`src/rtl/ram_pkg.sv`:
```
// Shared types and constants for the parametrised synchronous scratch RAM.
package ram_pkg;

  typedef enum logic {
    ST_CLEAR = 1'b0,
    ST_IDLE  = 1'b1
  } ram_state_e;

  localparam int unsigned RD_LAT_MIN = 1;
  localparam int unsigned RD_LAT_MAX = 2;

  // Number of 8-bit lanes in a data word.
  function automatic int unsigned byte_lanes(input int unsigned width);
    return width / 8;
  endfunction

endpackage

```
`src/rtl/ram_clear_ctrl.sv`:
```
// Clear engine: sweeps every address once after reset or on request,
// holding busy high so the array ignores normal accesses meanwhile.
module ram_clear_ctrl
  import ram_pkg::*;
#(
  parameter int unsigned ADDR_WIDTH = 3
) (
  input  logic                  clk,
  input  logic                  reset,
  input  logic                  clear_req,
  output logic                  busy,
  output logic                  clr_we,
  output logic [ADDR_WIDTH-1:0] clr_addr
);

  localparam logic [ADDR_WIDTH-1:0] LAST_ADDR = '1;

  ram_state_e            state_q;
  logic [ADDR_WIDTH-1:0] cnt_q;
  logic                  busy_q;

  // Busy is registered alongside the state so it is glitch-free at the port.
  always_ff @(posedge clk or negedge reset) begin
    if (!reset) begin
      state_q <= ST_CLEAR;
      cnt_q   <= '0;
      busy_q  <= 1'b1;
    end else begin
      case (state_q)
        ST_CLEAR: begin
          cnt_q <= cnt_q + ADDR_WIDTH'(1);
          if (cnt_q == LAST_ADDR) begin
            state_q <= ST_IDLE;
            busy_q  <= 1'b0;
          end
        end
        ST_IDLE: begin
          if (clear_req) begin
            state_q <= ST_CLEAR;
            cnt_q   <= '0;
            busy_q  <= 1'b1;
          end
        end
        default: begin
          state_q <= ST_CLEAR;
          cnt_q   <= '0;
          busy_q  <= 1'b1;
        end
      endcase
    end
  end

  assign busy     = busy_q;
  assign clr_we   = busy_q;
  assign clr_addr = cnt_q;

endmodule

```
`src/rtl/ram_sync_param.sv`:
```
// Parametrised single-port synchronous RAM with byte enables, 1- or 2-cycle
// read latency with a valid strobe, and a hardware clear engine.
module ram_sync_param
  import ram_pkg::*;
#(
  parameter int unsigned           DATA_WIDTH   = 8,
  parameter int unsigned           ADDR_WIDTH   = 3,
  parameter int unsigned           READ_LATENCY = 1,
  parameter logic [DATA_WIDTH-1:0] CLEAR_VALUE  = '0
) (
  input  logic                              clk,
  input  logic                              reset,
  input  logic [ADDR_WIDTH-1:0]             address,
  input  logic [DATA_WIDTH-1:0]             data_in,
  input  logic                              write_enable,
  input  logic [byte_lanes(DATA_WIDTH)-1:0] byte_enable,
  input  logic                              read_enable,
  input  logic                              clear_req,
  output logic                              busy,
  output logic [DATA_WIDTH-1:0]             data_out,
  output logic                              read_valid
);

  localparam int unsigned NUM_BYTES = byte_lanes(DATA_WIDTH);
  localparam int unsigned DEPTH     = 1 << ADDR_WIDTH;

  logic [DATA_WIDTH-1:0] mem_q [DEPTH];
  logic                  clr_we;
  logic [ADDR_WIDTH-1:0] clr_addr;
  logic                  rd_acc_c;
  logic                  wr_acc_c;
  logic [DATA_WIDTH-1:0] rd_data_q;
  logic                  rd_vld_q;

  ram_clear_ctrl #(
    .ADDR_WIDTH(ADDR_WIDTH)
  ) u_clear_ctrl (
    .clk      (clk),
    .reset    (reset),
    .clear_req(clear_req),
    .busy     (busy),
    .clr_we   (clr_we),
    .clr_addr (clr_addr)
  );

  assign rd_acc_c = read_enable & ~busy;
  assign wr_acc_c = write_enable & ~busy;

  // Array has no reset; the clear engine owns initialisation.
  always_ff @(posedge clk) begin
    if (clr_we) begin
      mem_q[clr_addr] <= CLEAR_VALUE;
    end else if (wr_acc_c) begin
      for (int unsigned i = 0; i < NUM_BYTES; i++) begin
        if (byte_enable[i]) mem_q[address][8*i +: 8] <= data_in[8*i +: 8];
      end
    end
  end

  // First read stage samples the array before the same-edge write lands.
  always_ff @(posedge clk or negedge reset) begin
    if (!reset) begin
      rd_data_q <= '0;
      rd_vld_q  <= 1'b0;
    end else begin
      rd_vld_q <= rd_acc_c;
      if (rd_acc_c) rd_data_q <= mem_q[address];
    end
  end

  if (READ_LATENCY >= RD_LAT_MAX) begin : g_lat2
    logic [DATA_WIDTH-1:0] out_q;
    logic                  vld_q;

    always_ff @(posedge clk or negedge reset) begin
      if (!reset) begin
        out_q <= '0;
        vld_q <= 1'b0;
      end else begin
        vld_q <= rd_vld_q;
        if (rd_vld_q) out_q <= rd_data_q;
      end
    end

    assign data_out   = out_q;
    assign read_valid = vld_q;
  end else begin : g_lat1
    assign data_out   = rd_data_q;
    assign read_valid = rd_vld_q;
  end

endmodule

```
`config.mk`:
```
export PLATFORM = sky130hd
export DESIGN_NAME = ram_sync_param
export DESIGN_NICKNAME = d
export VERILOG_FILES = /design/src/rtl/ram_pkg.sv /design/src/rtl/ram_clear_ctrl.sv /design/src/rtl/ram_sync_param.sv
export SDC_FILE = /design/constraint.sdc
export NUM_CORES = 1
export LEC_CHECK = 0
export ABC_AREA = 1
export ABC_CLOCK_PERIOD_IN_PS = 1600
export CAP_MARGIN = 30
export CORE_MARGIN = 3
export CORE_UTILIZATION = 52
export CTS_CLUSTER_SIZE = 20
export DETAILED_ROUTE_END_ITERATION = 8
export HOLD_SLACK_MARGIN = 0.02
export PLACE_DENSITY_LB_ADDON = 0.15
export SYNTH_ARGS = -nofsm -noshare
export SYNTH_HDL_FRONTEND = slang
export SYNTH_SLANG_ARGS = --single-unit
```
`constraint.sdc`:
```
create_clock -name clk -period 1.6 [get_ports clk]
set_input_delay 0.48 -clock clk [delete_from_list [all_inputs] [get_ports clk]]
set_output_delay 0.48 -clock clk [all_outputs]
set_load 0.005 [all_outputs]
```
Word-level counts from Yosys, hierarchy flattened

Memory sizes are Yosys's and may differ from the RTL's. A register that Yosys moved wholly into a read port is not among the register bits.
Cells that the tools add are included.

Eq/ne operators: 3
Bitwise logic cells: 4
Add/sub/neg operators: 1
Muxes and demuxes: 17
Reductions and logical operators: 3

Operators with widths:

| operator                                                                | count |
|---|---|
| 1-bit two-way mux                                                       | 11 |
| 8-bit two-way mux                                                       | 1 |
| 8-bit OR reduction                                                      | 1 |
| 3-bit two-way mux                                                       | 2 |
| 3-bit case mux with 2 select lines                                      | 1 |
| 1-bit case mux with 2 select lines                                      | 2 |
| 3-bit by 1-bit adder with 3-bit output, second input constant           | 1 |
| 3-bit equality test, second input constant                              | 1 |
| 1-bit AND                                                               | 2 |
| 2-bit by 1-bit inequality test with 1-bit output, second input constant | 1 |
| 2-bit inequality test, second input constant                            | 1 |
| 1-bit NOT                                                               | 2 |
| 2-bit AND reduction                                                     | 1 |
| 1-bit logical NOT                                                       | 1 |

Bits in writable memories: 64
Register bits after elaboration: 6
Logic and storage cells: 33
Memories: 1
Output and inout bits: 10
Input bits: 17

Memories:

| memory | words | width | rd ports | clocked after memory_dff | write ports | RTL line             | text |
|---|---|---|---|---|---|---|---|
| mem_q  | 8     | 8     | 1        | 1                        | 1           | ram_sync_param.sv:27 | `logic [DATA_WIDTH-1:0] mem_q [DEPTH];` |

Logic depth before layout (Yosys ltp)

Depth in word-level cells: 7
Gate-level depth with buffers: 9
Mapped depth without buffers: 7

Modules after synthesis

Synthesis repeated with hierarchy kept, for this count alone.

Cells, all modules: 355
Area total of the unflattened synthesis: 3494.6 µm²

By module, submodules not included:

| module         | times used | area an instance (µm²) | sequential area each (µm²) | cells each |
|---|---|---|---|---|
| ram_sync_param | 1          | 3268.1                 | 2147.1                     | 331 |
| ram_clear_ctrl | 1          | 226.5                  | 126.4                      | 24 |

Worst setup path after synthesis

No wires, ideal clock.

Kind: reg2reg
Start point: reg u_clear_ctrl.busy_q, in the netlist u_clear_ctrl.busy
End point: mem mem_q[0][0] (enable)
Stages on the path, launching flop included: 7
Clock period less this slack: 1.725 ns
Path slack: -0.125 ns
Data arrival time: 1.355 ns
Buffers on the path: 0
Data required time: 1.230 ns
Cell sequence: dfstp_2 > clkinv_2 > nand3_4 > nand2_1 > o21ai_1 > nand2_1 > nor2_1

Longest elaborated chain between the ends: 7
Elaborated cells between the ends (all ways): 10
Those cells by class: mux: 7; bitwise: 2; reduce/logical: 1

Ends and longest elaborated chain:

| element                                                          | RTL line             | text |
|---|---|---|
| start: declaration                                               | ram_clear_ctrl.sv:20 | `logic busy_q;` |
| start signal: assignment                                         | ram_clear_ctrl.sv:27 | `busy_q <= 1'b1;` |
| start signal: assignment                                         | ram_clear_ctrl.sv:34 | `busy_q <= 1'b0;` |
| start signal: assignment                                         | ram_clear_ctrl.sv:41 | `busy_q <= 1'b1;` |
| 1-bit NOT                                                        | ram_sync_param.sv:47 | `assign wr_acc_c = write_enable & ~busy;` |
| 1-bit AND                                                        | ram_sync_param.sv:47 |  |
| 1-bit two-way mux                                                | ram_sync_param.sv:53 | `end else if (wr_acc_c) begin` |
| 1-bit two-way mux                                                | ram_sync_param.sv:51 | `if (clr_we) begin` |
| 1-bit two-way mux (not written as such)                          | ram_sync_param.sv:55 | `if (byte_enable[i]) mem_q[address][8*i +: 8] <= data_in[8*i +: 8];` |
| 8-bit OR reduction (no line)                                     | -                    |  |
| 3-bit two-way mux (no line) or 1-bit two-way mux (tied branches) | -                    |  |
| end: declaration                                                 | ram_sync_param.sv:27 |  |

Parallel ways exist; a longest one is shown, timed or not.

Final worst setup path

Start point: reg u_clear_ctrl.busy_q, in the netlist u_clear_ctrl.busy
End point: mem mem_q[2][5] (enable)

Same word-level chain as after synthesis.

==> metrics.cfg <==
[status]
status = complete, but fails checks
violations = negative setup slack

[place]
port_buffers = 26
gp_congestion = 0.803
hpwl_um = 5310

[yosys]
syn_inst = 345
syn_area_per_cell_um2 = 10.0
ys_warn_count = 0
synth_area_mm2 = 0.00346
ys_ff_latch = 78
seq_area_frac_synth_pct = 65.7
synthDistinctLibCells = 21
syn_nets = 364

[detailed_routing]
drt-initial-drc-count = 172
drcViolationCount = 0
first_pass_iters = 4
drt_wl_total_um = 8150
viasPerCell = 5.06
vias = 2480
wl_per_cell_um = 16.6
ant_nets = 0

[global_routing]
grt_max_degree = 23
grtUsageTotal_pct = 22.5
antenna_found_initial = 0
grt_pass1_wl_um = 12500
grt-ovfl-total = 0
grt_pass1_vias = 2467

[clock_network]
htree_levels = 3
path_clk_slew_ns = 0.08
clockRootBuffer = clkbuf_8
numCtsBuffers = 9
clk_latency_ns = 0.35
clock_sinks = 78
cts_buffer_depth = 2
cts_tree = done

[sta]
fin_ws_ns = -0.0890
clock_skew_ns = 0.00807
setup_viol = 65
tightestPinTransition_ns = 0.345
holdWs_ns = 0.436
period_share_pct = 106
max_slew_margin_pct = 77.0
final.setup.tns_ns = -3.56
rsz0062_at_grt = yes
layout_min_cycle_time_ns = 1.69
drv_slew = 0
fmax_mhz = 592
hold_violations = 0

[worst_setup_path]
cp.required_ns = 1.66
cp_slowest_stage_delay_ns = 0.54
crit_type = reg2reg
cp-start-kind = register
endpoint_kind = register
cpLargestDelayFamily = flip-flops
critPathLaunch = u_clear_ctrl.busy$_DFFE_PN1P_
crit_fanout = 8
reg2reg_slack_ns = -0.09
crit_buf_inv = 3
cp_slowest_cell = dfstp_2
path_cells = buf_6 -> inv_8 -> nand3_4 -> nand2_4 -> o21ai_4 -> nand2_2 -> nor2_1 -> buf_4
arrival_ns = 1.74
r2r-start = u_clear_ctrl.busy$_DFFE_PN1P_

[floorplanning]
start_util_pct = 54.2
fp.dieH_um = 87.6
die_area_mm2 = 0.00767
core_area_mm2 = 0.00639
rows = 29
io_pins = 27
die_x_um = 87.6

[final_layout]
mostFrequentLayoutCells = nand2_1 (102), edfxtp_1 (64), inv_1 (60), nand3_1 (48), buf_4 (25)
area_delta_synth_final_pct = 26.9
antenna_cells = 0
final_nets = 427
mostFrequentLayoutCell = nand2_1
final_util_pct = 68.8
nFillCells = 450
drive_above_1_share_pct = 19.9

[pwr]
leakagePower_uw = 0.00203
finalPower_uw = 6740
ir_drop_v = 0.000905
power.density_mw_per_mm2 = 1530

[job]
drv_cap = 0

[hold_path]
hp-class = in2async

==> stage by stage <==
step                setup WS [ns]  area [µm²]  cells
finish                    -0.0890        4390    490
floorplan                  -0.125        3460    345
global placement           -0.491        3930    465
detailed placement         -0.515        3930    465
CTS                       -0.0722        4250    487
global route               -0.134        4390    490
==> sequential cells by signal, summed over array words and instances (netlist names) <==
signal / flops
data_out: 8
u_clear_ctrl.clr_addr: 3
read_valid: 1
mem_q: 64
u_clear_ctrl.busy: 1
u_clear_ctrl.state_q: 1
==> logic make-up after synthesis <==
group	synth area share, %
AOI/OAI and AO/OA	1.48
adders and majority gates	0.723
DFF	65.7
buffers and inverters	10.6
and+or+nand+nor	21.6
==> timing repair <==
item | in CTS | in global routing
endpoints found under the hold margin | 0 | 0
endpoints found under the setup margin | 88 | 117
pin swaps | 3 | 9
setup buffers | 5 | 3
hold buffers | 0 | 0
resized for setup | 29 | 36
gates cloned | 1 | 0
==> area by class of cell <==
cell class | instances | area [µm²] | share of cell area (%)
Clock buffer | 11 | 131 | 2.99
Clock inverter | 5 | 97.6 | 2.22
Inverter | 67 | 268 | 6.09
Multi-Input combinational cell | 189 | 957 | 21.8
Sequential cell | 78 | 2270 | 51.7
Tap cell | 77 | 96.3 | 2.19
Timing Repair Buffer | 63 | 571 | 13.0
==> final timing paths <==
path / end / cells past startpoint
worst max-delay path: mem_q[2][5]$_DFFE_PP_ / 8
worst min-delay path: data_out[4]$_DFFE_PN0P_ / 2
worst max register to register: mem_q[2][5]$_DFFE_PP_ / 8
worst min register to register: data_out[5]$_DFFE_PN0P_ / 2
max in group asynchronous: u_clear_ctrl.busy$_DFFE_PN1P_ / 2
min in group clk: data_out[5]$_DFFE_PN0P_ / 2
==> report_power, final <==
group / internal (µW) / total (µW) / switching (µW)
sequential: 2800 / 2970 / 175
combinational: 841 / 2060 / 1220
clock: 1030 / 1710 / 680
==> cell usage after synthesis <==
cell	number	area (µm²)
nand2_1	110	413
edfxtp_1	64	1920
inv_1	63	236
nand3_1	48	240
nor2_1	17	63.8
dfrtp_1	13	325
buf_6	6	67.6
buf_4	4	30.0
o21ai_0	3	15.0
buf_2	2	10.0
ha_1	2	25.0
inv_4	2	12.5
nand2_2	2	12.5
o21ai_1	2	10.0
a21oi_1	1	5.00
clkinv_2	1	5.00
dfstp_2	1	26.3
inv_2	1	3.75
nand3_4	1	17.5
o211ai_2	1	12.5
o21ai_2	1	8.76
==> per-layer routing <==
metal	track usage (%)	routed length, µm
met3	4.14	524
met1	29.5	3320
met4	10.2	304
met5	0	0
met2	36.8	4000
No activity file was read; power rests on OpenSTA's default activity.
